===== src/rtl/siteswap_validator.sv =====
// siteswap_validator: collects up to seven siteswap digits serially, checks that
// the landing slots form a permutation, then divides the digit sum by the
// period to get the ball count. All outputs are registered.
//
//  state    | meaning
//  ---------+---------------------------------------------------------------
//  S_IDLE   | collecting digits into the entry buffer
//  S_CHECK  | one index per cycle, marking landing slots in the mask
//  S_DIVIDE | repeated subtraction of the period from the digit sum
//  S_DONE   | validated pattern presented, pattern_valid_out held high
//  S_ERROR  | entry rejected, error_out held high with a reason code
module siteswap_validator #(
    parameter int MAX_PERIOD = 7
) (
    input  logic       clk_in,
    input  logic       rst_in,
    input  logic [2:0] digit_in,
    input  logic       digit_valid_in,
    input  logic       commit_in,
    input  logic       clear_in,
    output logic [2:0] pattern_out [MAX_PERIOD-1:0],
    output logic [2:0] period_out,
    output logic [2:0] num_balls_out,
    output logic       pattern_valid_out,
    output logic       error_out,
    output logic [1:0] error_code_out,
    output logic       busy_out
);

    typedef enum logic [2:0] {
        S_IDLE,
        S_CHECK,
        S_DIVIDE,
        S_DONE,
        S_ERROR
    } state_t;

    localparam logic [1:0] ERR_NONE      = 2'd0;
    localparam logic [1:0] ERR_COLLISION = 2'd1;
    localparam logic [1:0] ERR_EMPTY     = 2'd2;
    localparam logic [1:0] ERR_OVERFLOW  = 2'd3;

    state_t     state;
    logic [2:0] digit_buf [MAX_PERIOD];
    logic [2:0] count;
    logic [5:0] sum;
    logic [6:0] mask;
    logic [2:0] idx;
    logic [2:0] n_len;
    logic [5:0] rem;
    logic [2:0] quo;
    logic [3:0] slot;

    // Landing slot of the throw at idx: (idx + digit) mod n, by bounded subtraction.
    always_comb begin
        slot = {1'b0, idx} + {1'b0, digit_buf[idx]};
        for (int k = 0; k < 13; k++) begin
            if (slot >= {1'b0, n_len}) begin
                slot = slot - {1'b0, n_len};
            end
        end
    end

    // Main controller: entry buffer, permutation check, division and output registers.
    always_ff @(posedge clk_in) begin
        if (rst_in) begin
            state             <= S_IDLE;
            count             <= 3'd0;
            sum               <= 6'd0;
            mask              <= 7'd0;
            idx               <= 3'd0;
            n_len             <= 3'd0;
            rem               <= 6'd0;
            quo               <= 3'd0;
            period_out        <= 3'd0;
            num_balls_out     <= 3'd0;
            pattern_valid_out <= 1'b0;
            error_out         <= 1'b0;
            error_code_out    <= ERR_NONE;
            busy_out          <= 1'b0;
            for (int k = 0; k < MAX_PERIOD; k++) begin
                digit_buf[k]   <= 3'd0;
                pattern_out[k] <= 3'd0;
            end
        end else if (clear_in) begin
            // Displayed pattern, period and ball count survive a clear.
            state             <= S_IDLE;
            count             <= 3'd0;
            sum               <= 6'd0;
            mask              <= 7'd0;
            idx               <= 3'd0;
            pattern_valid_out <= 1'b0;
            error_out         <= 1'b0;
            error_code_out    <= ERR_NONE;
            busy_out          <= 1'b0;
        end else begin
            case (state)
                S_IDLE: begin
                    if (digit_valid_in && (count == 3'd7)) begin
                        state          <= S_ERROR;
                        error_out      <= 1'b1;
                        error_code_out <= ERR_OVERFLOW;
                    end else if (digit_valid_in && commit_in) begin
                        // Digit lands first; the commit sees the grown entry.
                        digit_buf[count] <= digit_in;
                        count            <= 3'(count + 3'd1);
                        sum              <= sum + {3'b000, digit_in};
                        n_len            <= 3'(count + 3'd1);
                        mask             <= 7'd0;
                        idx              <= 3'd0;
                        busy_out         <= 1'b1;
                        state            <= S_CHECK;
                    end else if (digit_valid_in) begin
                        digit_buf[count] <= digit_in;
                        count            <= 3'(count + 3'd1);
                        sum              <= sum + {3'b000, digit_in};
                    end else if (commit_in) begin
                        if (count == 3'd0) begin
                            state          <= S_ERROR;
                            error_out      <= 1'b1;
                            error_code_out <= ERR_EMPTY;
                        end else begin
                            n_len    <= count;
                            mask     <= 7'd0;
                            idx      <= 3'd0;
                            busy_out <= 1'b1;
                            state    <= S_CHECK;
                        end
                    end
                end

                S_CHECK: begin
                    if (mask[slot[2:0]]) begin
                        state          <= S_ERROR;
                        error_out      <= 1'b1;
                        error_code_out <= ERR_COLLISION;
                        busy_out       <= 1'b0;
                    end else begin
                        mask[slot[2:0]] <= 1'b1;
                        if (idx == 3'(n_len - 3'd1)) begin
                            rem   <= sum;
                            quo   <= 3'd0;
                            state <= S_DIVIDE;
                        end else begin
                            idx <= 3'(idx + 3'd1);
                        end
                    end
                end

                S_DIVIDE: begin
                    if (rem >= {3'b000, n_len}) begin
                        rem <= rem - {3'b000, n_len};
                        quo <= 3'(quo + 3'd1);
                    end else begin
                        for (int k = 0; k < MAX_PERIOD; k++) begin
                            pattern_out[k] <= (3'(k) < n_len) ? digit_buf[k] : 3'd0;
                        end
                        period_out        <= n_len;
                        num_balls_out     <= quo;
                        pattern_valid_out <= 1'b1;
                        busy_out          <= 1'b0;
                        state             <= S_DONE;
                    end
                end

                S_DONE, S_ERROR: begin
                    // A fresh digit starts a new entry; stray commits are dropped.
                    if (digit_valid_in) begin
                        for (int k = 0; k < MAX_PERIOD; k++) begin
                            digit_buf[k] <= (k == 0) ? digit_in : 3'd0;
                        end
                        count             <= 3'd1;
                        sum               <= {3'b000, digit_in};
                        mask              <= 7'd0;
                        pattern_valid_out <= 1'b0;
                        error_out         <= 1'b0;
                        error_code_out    <= ERR_NONE;
                        state             <= S_IDLE;
                    end
                end

                default: begin
                    state <= S_IDLE;
                end
            endcase
        end
    end

endmodule


===== config.mk =====
export PLATFORM = sky130hd
export DESIGN_NAME = siteswap_validator
export DESIGN_NICKNAME = d
export VERILOG_FILES = /design/src/rtl/siteswap_validator.sv
export SDC_FILE = /design/constraint.sdc
export NUM_CORES = 1
export LEC_CHECK = 0
export CAP_MARGIN = 25
export CORE_MARGIN = 2
export CORE_UTILIZATION = 66
export CTS_CLUSTER_SIZE = 20
export DETAILED_ROUTE_END_ITERATION = 16
export GPL_ROUTABILITY_DRIVEN = 0
export PLACE_DENSITY = 0.87
export SLEW_MARGIN = 0
export SYNTH_ARGS = -nofsm -noshare
export SYNTH_HDL_FRONTEND = slang
export SYNTH_SLANG_ARGS = --single-unit

===== constraint.sdc =====
create_clock -name clk_in -period 37.1 [get_ports clk_in]
set_clock_uncertainty 0.15 [all_clocks]
set_input_delay 7.42 -clock clk_in [delete_from_list [all_inputs] [get_ports clk_in]]
set_output_delay 7.42 -clock clk_in [all_outputs]
set_load 0.01 [all_outputs]

# == Word-level counts from Yosys, hierarchy flattened ==
# Memory sizes are Yosys's and may differ from the RTL's. A register that Yosys moved wholly into a read port is not among the register bits.
# Cells that the tools add are included.
# totals
reg_bits,63
ramBits,21
output_inout_bits,32
wordCells,256
n_memories,1
# classes
addsub,20
n_lt_le_gt_ge,22
eq_ne,27
mux,129
bitwise,12
reduce_logical,25
# mem_list
name,depth,width,rd,rd_clocked_by_memory_dff,write_ports,line_no,text
digit_buf,7,3,8,2,7,44,logic [2:0] digit_buf [MAX_PERIOD];
# op_table
op,count
two-way mux 3 bit,46
greater-or-equal comparator 4 x 3 -> 1 bit,13
two-way mux 7 bit,7
two-way mux 4 bit,12
subtractor 4 x 3 -> 4 bit,12
two-way mux 6 bit,7
two-way mux 1 bit,37
AND reduction 7 bit,4
!= test 3 bit (second input constant),9
case mux 6 bit (2 select lines),2
case mux 7 bit (3 select lines),1
!= test 2 bit (second input constant),9
case mux 3 bit (2 select lines),3
two-way mux 2 bit,7
case mux 3 bit (4 select lines),1
AND reduction 5 bit,2
nonzero test 2 bit,5
adder 3 x 1 -> 3 bit (second input constant),3
< comparator 3 bit (first input constant),3
!= test 4 bit (second input constant),2
OR 1 bit,8
OR 7 bit,1
adder 6 x 3 -> 6 bit,1
equality test 3 x 2 -> 1 bit (second input constant),2
other kinds (27),38

# == Logic depth before layout (Yosys ltp) ==
# Gate-level depths: netlist of run 1.
# depth
depth_word,34
ltp_mapped,112
mapped_depth_nobuf,110

# == Worst setup path after synthesis of run 1 ==
# No wires, ideal clock.
# synth_path
path_kind,reg-to-reg
from,register (tool-made name)
to,register rem[3]
setup_ps,130
t_arrival_ps,21258
path_slack_ps,15562
path_stages_with_launch,106
n_path_buf,2
period_less_slack_ps,21538
cell_sequence,dfxtp_1 -> clkbuf_1 -> mux4_2 -> mux2_2 -> ha_1 -> fa_1 -> inv_1 -> fa_1 -> a21bo_1 -> a21oi_1 -> nand2_1 -> mux2_2 -> ha_1 -> fa_1 -> nor2b_1 -> a311oi_2 -> nand2_1 -> mux2_2 -> (+70 left out) -> nor2_1 -> nand2_1 -> and2_1 -> ha_1 -> nand2_1 -> nand2_1 -> a21oi_1 -> nand2b_1 -> or4_1 -> nand3_4 -> mux2i_1 -> a21oi_2 -> a211o_1 -> o2111ai_2 -> and3_4 -> buf_8 -> mux2i_1 -> o21ai_1
# synth_lines
item,line_no,text
"end signal, assigned",141,rem <= sum;
"end signal, assigned",152,"rem <= rem - {3'b000, n_len};"
"end, declared",50,logic [5:0] rem;

==> impl_metrics.csv, run 1 <==
group,metric,value,unit
worst_setup_path,crit_required,37.19,ns
floorplan,coreArea,11320,um2
worst_setup_path,cpPeakStageDelay,0.77,ns
yosys,synth_seq_cells,93,
sta,drv_slew,0,
yosys,yosysWarnings,0,
floorplan,rows,39,
worst_setup_path,endpoint_kind,"register",
layout,nets,987,
yosys,syn-num-nets,957,
outcome,outcome,"finished clean",
yosys,synth_ff_type,"dfxtp_1",
worst_setup_path,cp_max_fo,15,
worst_setup_path,crit_type,"reg2reg",
yosys,synth_cell_types,87,
sta,rsz0062_at_grt,"no",
worst_setup_path,arrival,24.89,ns
worst_setup_path,cpMaxStageDelayCell,"a21oi_1",
yosys,synth-edff-count,24,
drt,drcViolationCount,0,
clock_tree,postCtsSetupBuffers,0,
clock_tree,cts_tree,"yes",
sta,setup_tns,0,ns
hold_path,min_path_type,"reg2reg",
sta,fmax,40.32,MHz
floorplan,dieWidth,111.3,um
clock_tree,cts_num_sinks,93,
clock_tree,ctsLongestPathBuffers,2,
global_route,antenna_found_initial,0,
clock_tree,clock_latency,0.35,ns
global_route,grt_usage,0.3130,
global_route,grt_max_degree,50,
yosys,netlist_area,7594,um2
job,maxCapViolCount,0,
clock_tree,holdBufCountCts,0,
hold_path,hold_depth,2,
layout,drive_above_1_share,0.09868,
yosys,synth-async-reset-ratio,0,
drt,drt-vias-per-instance,6.590,
yosys,yosysSeqAreaShare,0.2768,
drt,drtPass1Iterations,6,
yosys,syn_avg_cell_area,8.659,um2
clock_tree,h-tree-depth,3,
yosys,syn_inst,877,
clock_tree,path_clk_slew,0.07,ns
floorplan,die_y,111.3,um
worst_setup_path,start_kind,"register",
floorplan,io_pins,40,
sta,final-setup-viol-count,0,
place,dpl.hpwl,14.43,mm
drt,post_drt_wl_per_cell,18.18,um
sta,max_slew.worst_pin.slew,1.023,ns
sta,layout_min_cycle_time,24.80,ns
global_route,grt_first_pass_wirelength,32.06,mm
hold_path,hp-start,"pattern_out[16]",
floorplan,die_area,12380,um2
sta,hold_viol_final,0,
sta,timing.final.crit_share,0.6686,
sta,relSlewSlack,0.3125,
worst_setup_path,cpMostUsedCell,"ha_1",
layout,antenna_cells,0,
global_route,overflow,0,
sta,fin_hold_ws,0.3073,ns
drt,final_antenna_net_count,0,
global_route,grt_pass1_vias,6764,
clock_tree,cts.repair.resized,0,
clock_tree,cts_made_buffers,9,
clock_tree,clock-root-buffer,"clkbuf_16",
floorplan,initial_core_util,0.6708,
drt,drtIter0Drc,803,
worst_setup_path,reg2reg_depth,102,
drt,finalWirelength,19.18,mm
drt,vias,6952,
place,port_buffers,39,
layout,area_delta_synth_final,10.87,%
[cell usage after synthesis (all sizes together) (7+ instances only)]
master  count  area [um2]
ha         56       700.7
nand2     105       394.1
a21bo       7       70.07
nand3      45       242.7
nor2       58       220.2
nand3b     11       82.58
mux2i      27       270.3
inv        36       135.1
and2       28       175.2
xnor2      14       122.6
a21oi      78       424.2
nor2b      19       141.4
a21o       11       85.08
dfxtp      69        1381
a211oi      9       85.08
and3        9       61.31
o21ai      38       197.7
or3        10       62.56
o21a       10       82.57
a311oi      8       88.83
mux2       16       183.9
a31oi       8       56.30
fa         16       320.3
nand2b     10       62.56
xor2       10       87.58
nor3       28       155.2
edfxtp     24       720.7
clkbuf     23       86.33
[logic make-up after synthesis]
family / count (synthesis) / synth area share
AND/OR/NAND/NOR: 354 / 0.2396
adder cells (fa/ha/maj): 72 / 0.1345
multiplexers: 49 / 0.07761
AO/OA/AOI/OAI: 223 / 0.2116
XOR/XNOR: 24 / 0.02768
buffers and inverters: 62 / 0.03229
flip-flops: 93 / 0.2768
[sequential cells by signal, summed over array words and instances (netlist names), named ones only]
signal,count
state,3
idx,3
busy_out,1
mask,7
sum,6
digit_buf,24
pattern_out,21
period_out,3
rem,6
n_len,3
num_balls_out,3
error_code_out,2
error_out,1
count,3
pattern_valid_out,1
quo,3
[metal layers]
| metal | share of wire | wire length, um | GRT usage | vias to the layer above |
|---|---|---|---|---|
| met5 | 0 | 0 | 0 | - |
| met3 | 0.069 | 1317 | 0.04538 | 77 |
| met1 | 0.41 | 7916 | 0.4011 | 3268 |
| met2 | 0.49 | 9414 | 0.5407 | 328 |
| li1 | - | - | - | 3279 |
| met4 | 0.028 | 530 | 0.1095 | 0 |
[path summary, 6_finish.rpt]
| check | endpoint | slack [ns] |
|---|---|---|
| max | error_code_out[1] | 12.30 |
| min | pattern_out[16] | 0.31 |
| max reg2reg | error_code_out[1] | 12.30 |
| min reg2reg | pattern_out[16] | 0.31 |
[stage by stage]
stage	util	setup WS, ns	instance area, um2	std cells
after floorplan	-	15.56	7594	877
after global placement	0.7157	13.95	8103	1039
after detailed placement	0.7157	12.82	8103	1039
after CTS	0.7437	12.66	8419	1055
after global routing	0.7437	10.56	8419	1055
final	0.7437	12.30	8419	1055
[final cells by class]
| class | instances | area (um2) |
|---|---|---|
| sequential | 93 | 2102 |
| tap | 143 | 178.9 |
| inverter | 36 | 135.1 |
| multi-input combinational | 722 | 5251 |
| fill | 815 | 2902 |
| clock buffer | 9 | 225.2 |
| clock inverter | 7 | 91.34 |
| timing repair buffer | 45 | 435.4 |
[worst max-delay path, delay by kind of cell, from the launching register on]
kind / cells / cell delay, ns
AOI/OAI and AO/OA: 41 / 10.85
adders and majority gates: 25 / 6.22
buffers and inverters: 3 / 0.22
DFF: 1 / 0.54
muxes: 8 / 2.63
and+or+nand+nor: 25 / 4.05
[cells in the final DEF (no fill, tap or decap), drive strengths merged, types with 14 or more instances in the layout]
master and count:
a21oi 78, and2 28, clkdlybuf4s50 39, dfxtp 69, edfxtp 24, fa 16, ha 56, inv 39
mux2 16, mux2i 27, nand2 105, nand3 45, nor2 58, nor2b 19, nor3 28, o21ai 38
xnor2 14
Power of run 1 is left out: the tool's default activity adds up to more than one toggle a clock period on the data nets, which glitch-free logic cannot reach.
==> inputs of run 2 (changes only) <==
--- a/config.mk
+++ b/config.mk
@@ -7,11 +7,11 @@
 export LEC_CHECK = 0
 export CAP_MARGIN = 25
 export CORE_MARGIN = 2
-export CORE_UTILIZATION = 66
+export CORE_UTILIZATION = 56
 export CTS_CLUSTER_SIZE = 20
 export DETAILED_ROUTE_END_ITERATION = 16
 export GPL_ROUTABILITY_DRIVEN = 0
-export PLACE_DENSITY = 0.87
+export PLACE_DENSITY = 0.78
 export SLEW_MARGIN = 0
 export SYNTH_ARGS = -nofsm -noshare
 export SYNTH_HDL_FRONTEND = slang
==> constraint.sdc (replaced) <==
create_clock -name clk_in -period 19.9 [get_ports clk_in]
set_clock_uncertainty 0.15 [all_clocks]
set_input_delay 3.98 -clock clk_in [delete_from_list [all_inputs] [get_ports clk_in]]
set_output_delay 3.98 -clock clk_in [all_outputs]
set_load 0.01 [all_outputs]
==> run 2 against run 1 <==
  * Via count is 10% higher
  * The run now ends with setup timing left
  * Setup slack worse by 13 ns
  * Die area is 17% higher
  * Sequential cell count stayed put
  * Worst hold slack worse by 0.0048 ns
  * Utilization is 3.5 points higher
  * Design area is 23% higher
==> impl_metrics.csv, run 2 (synthesized netlist as in run 1, its figures left out) <==
group,metric,value,unit
layout,area_delta_synth_final,35.85,%
sta,timing.final.crit_share,1.053,
layout,nets,1127,
sta,setup_tns,-27.48,ns
sta,rsz0062_at_grt,"yes",
sta,hold_viol_final,0,
sta,max_slew.worst_pin.slew,1.043,ns
drt,drcViolationCount,0,
layout,final_util,0.7790,
drt,drtIter0Drc,755,
clock_tree,clock-root-buffer,"clkbuf_16",
sta,relSlewSlack,0.2994,
drt,post_drt_wl_per_cell,19.28,um
drt,final_antenna_net_count,0,
floorplan,initial_core_util,0.5734,
place,dpl.hpwl,14.90,mm
floorplan,die_area,14510,um2
layout,final_cell_mix,"136 x buf_4, 93 x nand2_1, 67 x dfxtp_1, 61 x a21oi_1, 51 x nor2_1",
worst_setup_path,cp_max_fo,7,
clock_tree,path_clk_slew,0.07,ns
floorplan,io_pins,40,
floorplan,dieWidth,120.4,um
layout,final_common_cell,"buf_4",
global_route,antenna_found_initial,0,
place,preCtsSetupSlack,-0.8375,ns
drt,drt-vias-per-instance,6.234,
global_route,grt_pass1_vias,7486,
global_route,grt_usage,0.2995,
layout,antenna_cells,0,
floorplan,rows,42,
worst_setup_path,cpMaxStageDelayCell,"fa_1",
sta,fmax,47.71,MHz
clock_tree,clock_latency,0.35,ns
outcome,violations,"setup timing",
sta,drv_slew,0,
drt,drtPass1Iterations,6,
job,maxCapViolCount,0,
layout,top_register,"digit_buf",
layout,drive_above_1_share,0.3289,
sta,fin_ws,-1.059,ns
worst_setup_path,arrival,21.03,ns
worst_setup_path,crit_required,19.97,ns
global_route,grt_first_pass_wirelength,35.48,mm
sta,layout_min_cycle_time,20.96,ns
layout,reg.largest.list,"digit_buf (24), pattern_out (21), mask (7)",
clock_tree,h-tree-depth,3,
global_route,overflow,0,
outcome,outcome,"finished with violations",
place,port_buffers,39,
worst_setup_path,cpMostUsedCell,"fa_2",
clock_tree,cts_tree,"yes",
clock_tree,cts_made_buffers,9,
layout,largest_reg_flops,24,
worst_setup_path,endpoint_kind,"register",
hold_path,min_path_type,"reg2reg",
floorplan,coreArea,13240,um2
floorplan,die_y,120.4,um
clock_tree,cts_num_sinks,93,
clock_tree,ctsLongestPathBuffers,2,
drt,finalWirelength,23.67,mm
sta,final-setup-viol-count,29,
clock_tree,holdBufCountCts,0,
global_route,grt_max_degree,50,
worst_setup_path,start_kind,"register",
drt,vias,7655,
worst_setup_path,cpPeakStageDelay,0.57,ns
worst_setup_path,crit_type,"reg2reg",
[run 2: changes by cell type in the layout (fill, tap and decap cells not counted), sizes merged]
cell and delta:
and3 +1, buf +140, bufinv -1, clkdlybuf4s50 -1
inv +1
[run 2: layout make-up]
type / instances / area, um2
Tap cell: 176 / 220.2
Clock inverter: 7 / 56.30
Multi-Input combinational cell: 723 / 6048
Inverter: 36 / 137.6
Fill cell: 839 / 2927
Timing Repair Buffer: 184 / 1524
Clock buffer: 9 / 225.2
Sequential cell: 93 / 2105
[run 2: worst max-delay path, delay by kind of cell, from the launching register on]
family / cells / cell delay (ns)
buffers and inverters: 13 / 1.80
adders and majority gates: 19 / 4.90
DFF: 1 / 0.43
AOI/OAI and AO/OA: 40 / 7.74
muxes: 9 / 2.62
and+or+nand+nor: 25 / 3.15
[run 2: timing repair]
| action | CTS | global route |
|---|---|---|
| endpoints found under the setup margin | 29 | 29 |
| pin swaps | 43 | 60 |
| gates resized for setup | 64 | 40 |
| cloned | 1 | 0 |
| setup buffers | 45 | 31 |
[run 2: per-stage QoR]
step / cell area [um2] / std cells / hold WS (ns)
after floorplan: 7930 / 877 / 0.2825
after global placement: 8939 / 1135 / 0.2899
after detailed placement: 8939 / 1135 / 0.2952
after CTS: 9843 / 1196 / 0.3051
after global routing: 10320 / 1228 / 0.3319
final: 10320 / 1228 / 0.3024
[run 2: path summary, 6_finish.rpt]
path,startpoint,end,slack [ns],cells after the start
max reg2reg,digit_buf[5][0],register,-1.06,106
min reg2reg,pattern_out[15],pattern_out[15],0.30,2
max,digit_buf[5][0],register,-1.06,106
min,pattern_out[15],pattern_out[15],0.30,2
[run 2: metal layers]
| layer | GRT usage | wire length [um] | part of all wire | up-vias |
|---|---|---|---|---|
| li1 | - | - | - | 3563 |
| met1 | 0.3754 | 9590 | 0.41 | 3682 |
| met2 | 0.5215 | 12010 | 0.51 | 337 |
| met3 | 0.03538 | 1389 | 0.059 | 73 |
| met4 | 0.1250 | 687 | 0.029 | 0 |
| met5 | 0 | 0 | 0 | - |
Power of run 2 is left out for the same reason.
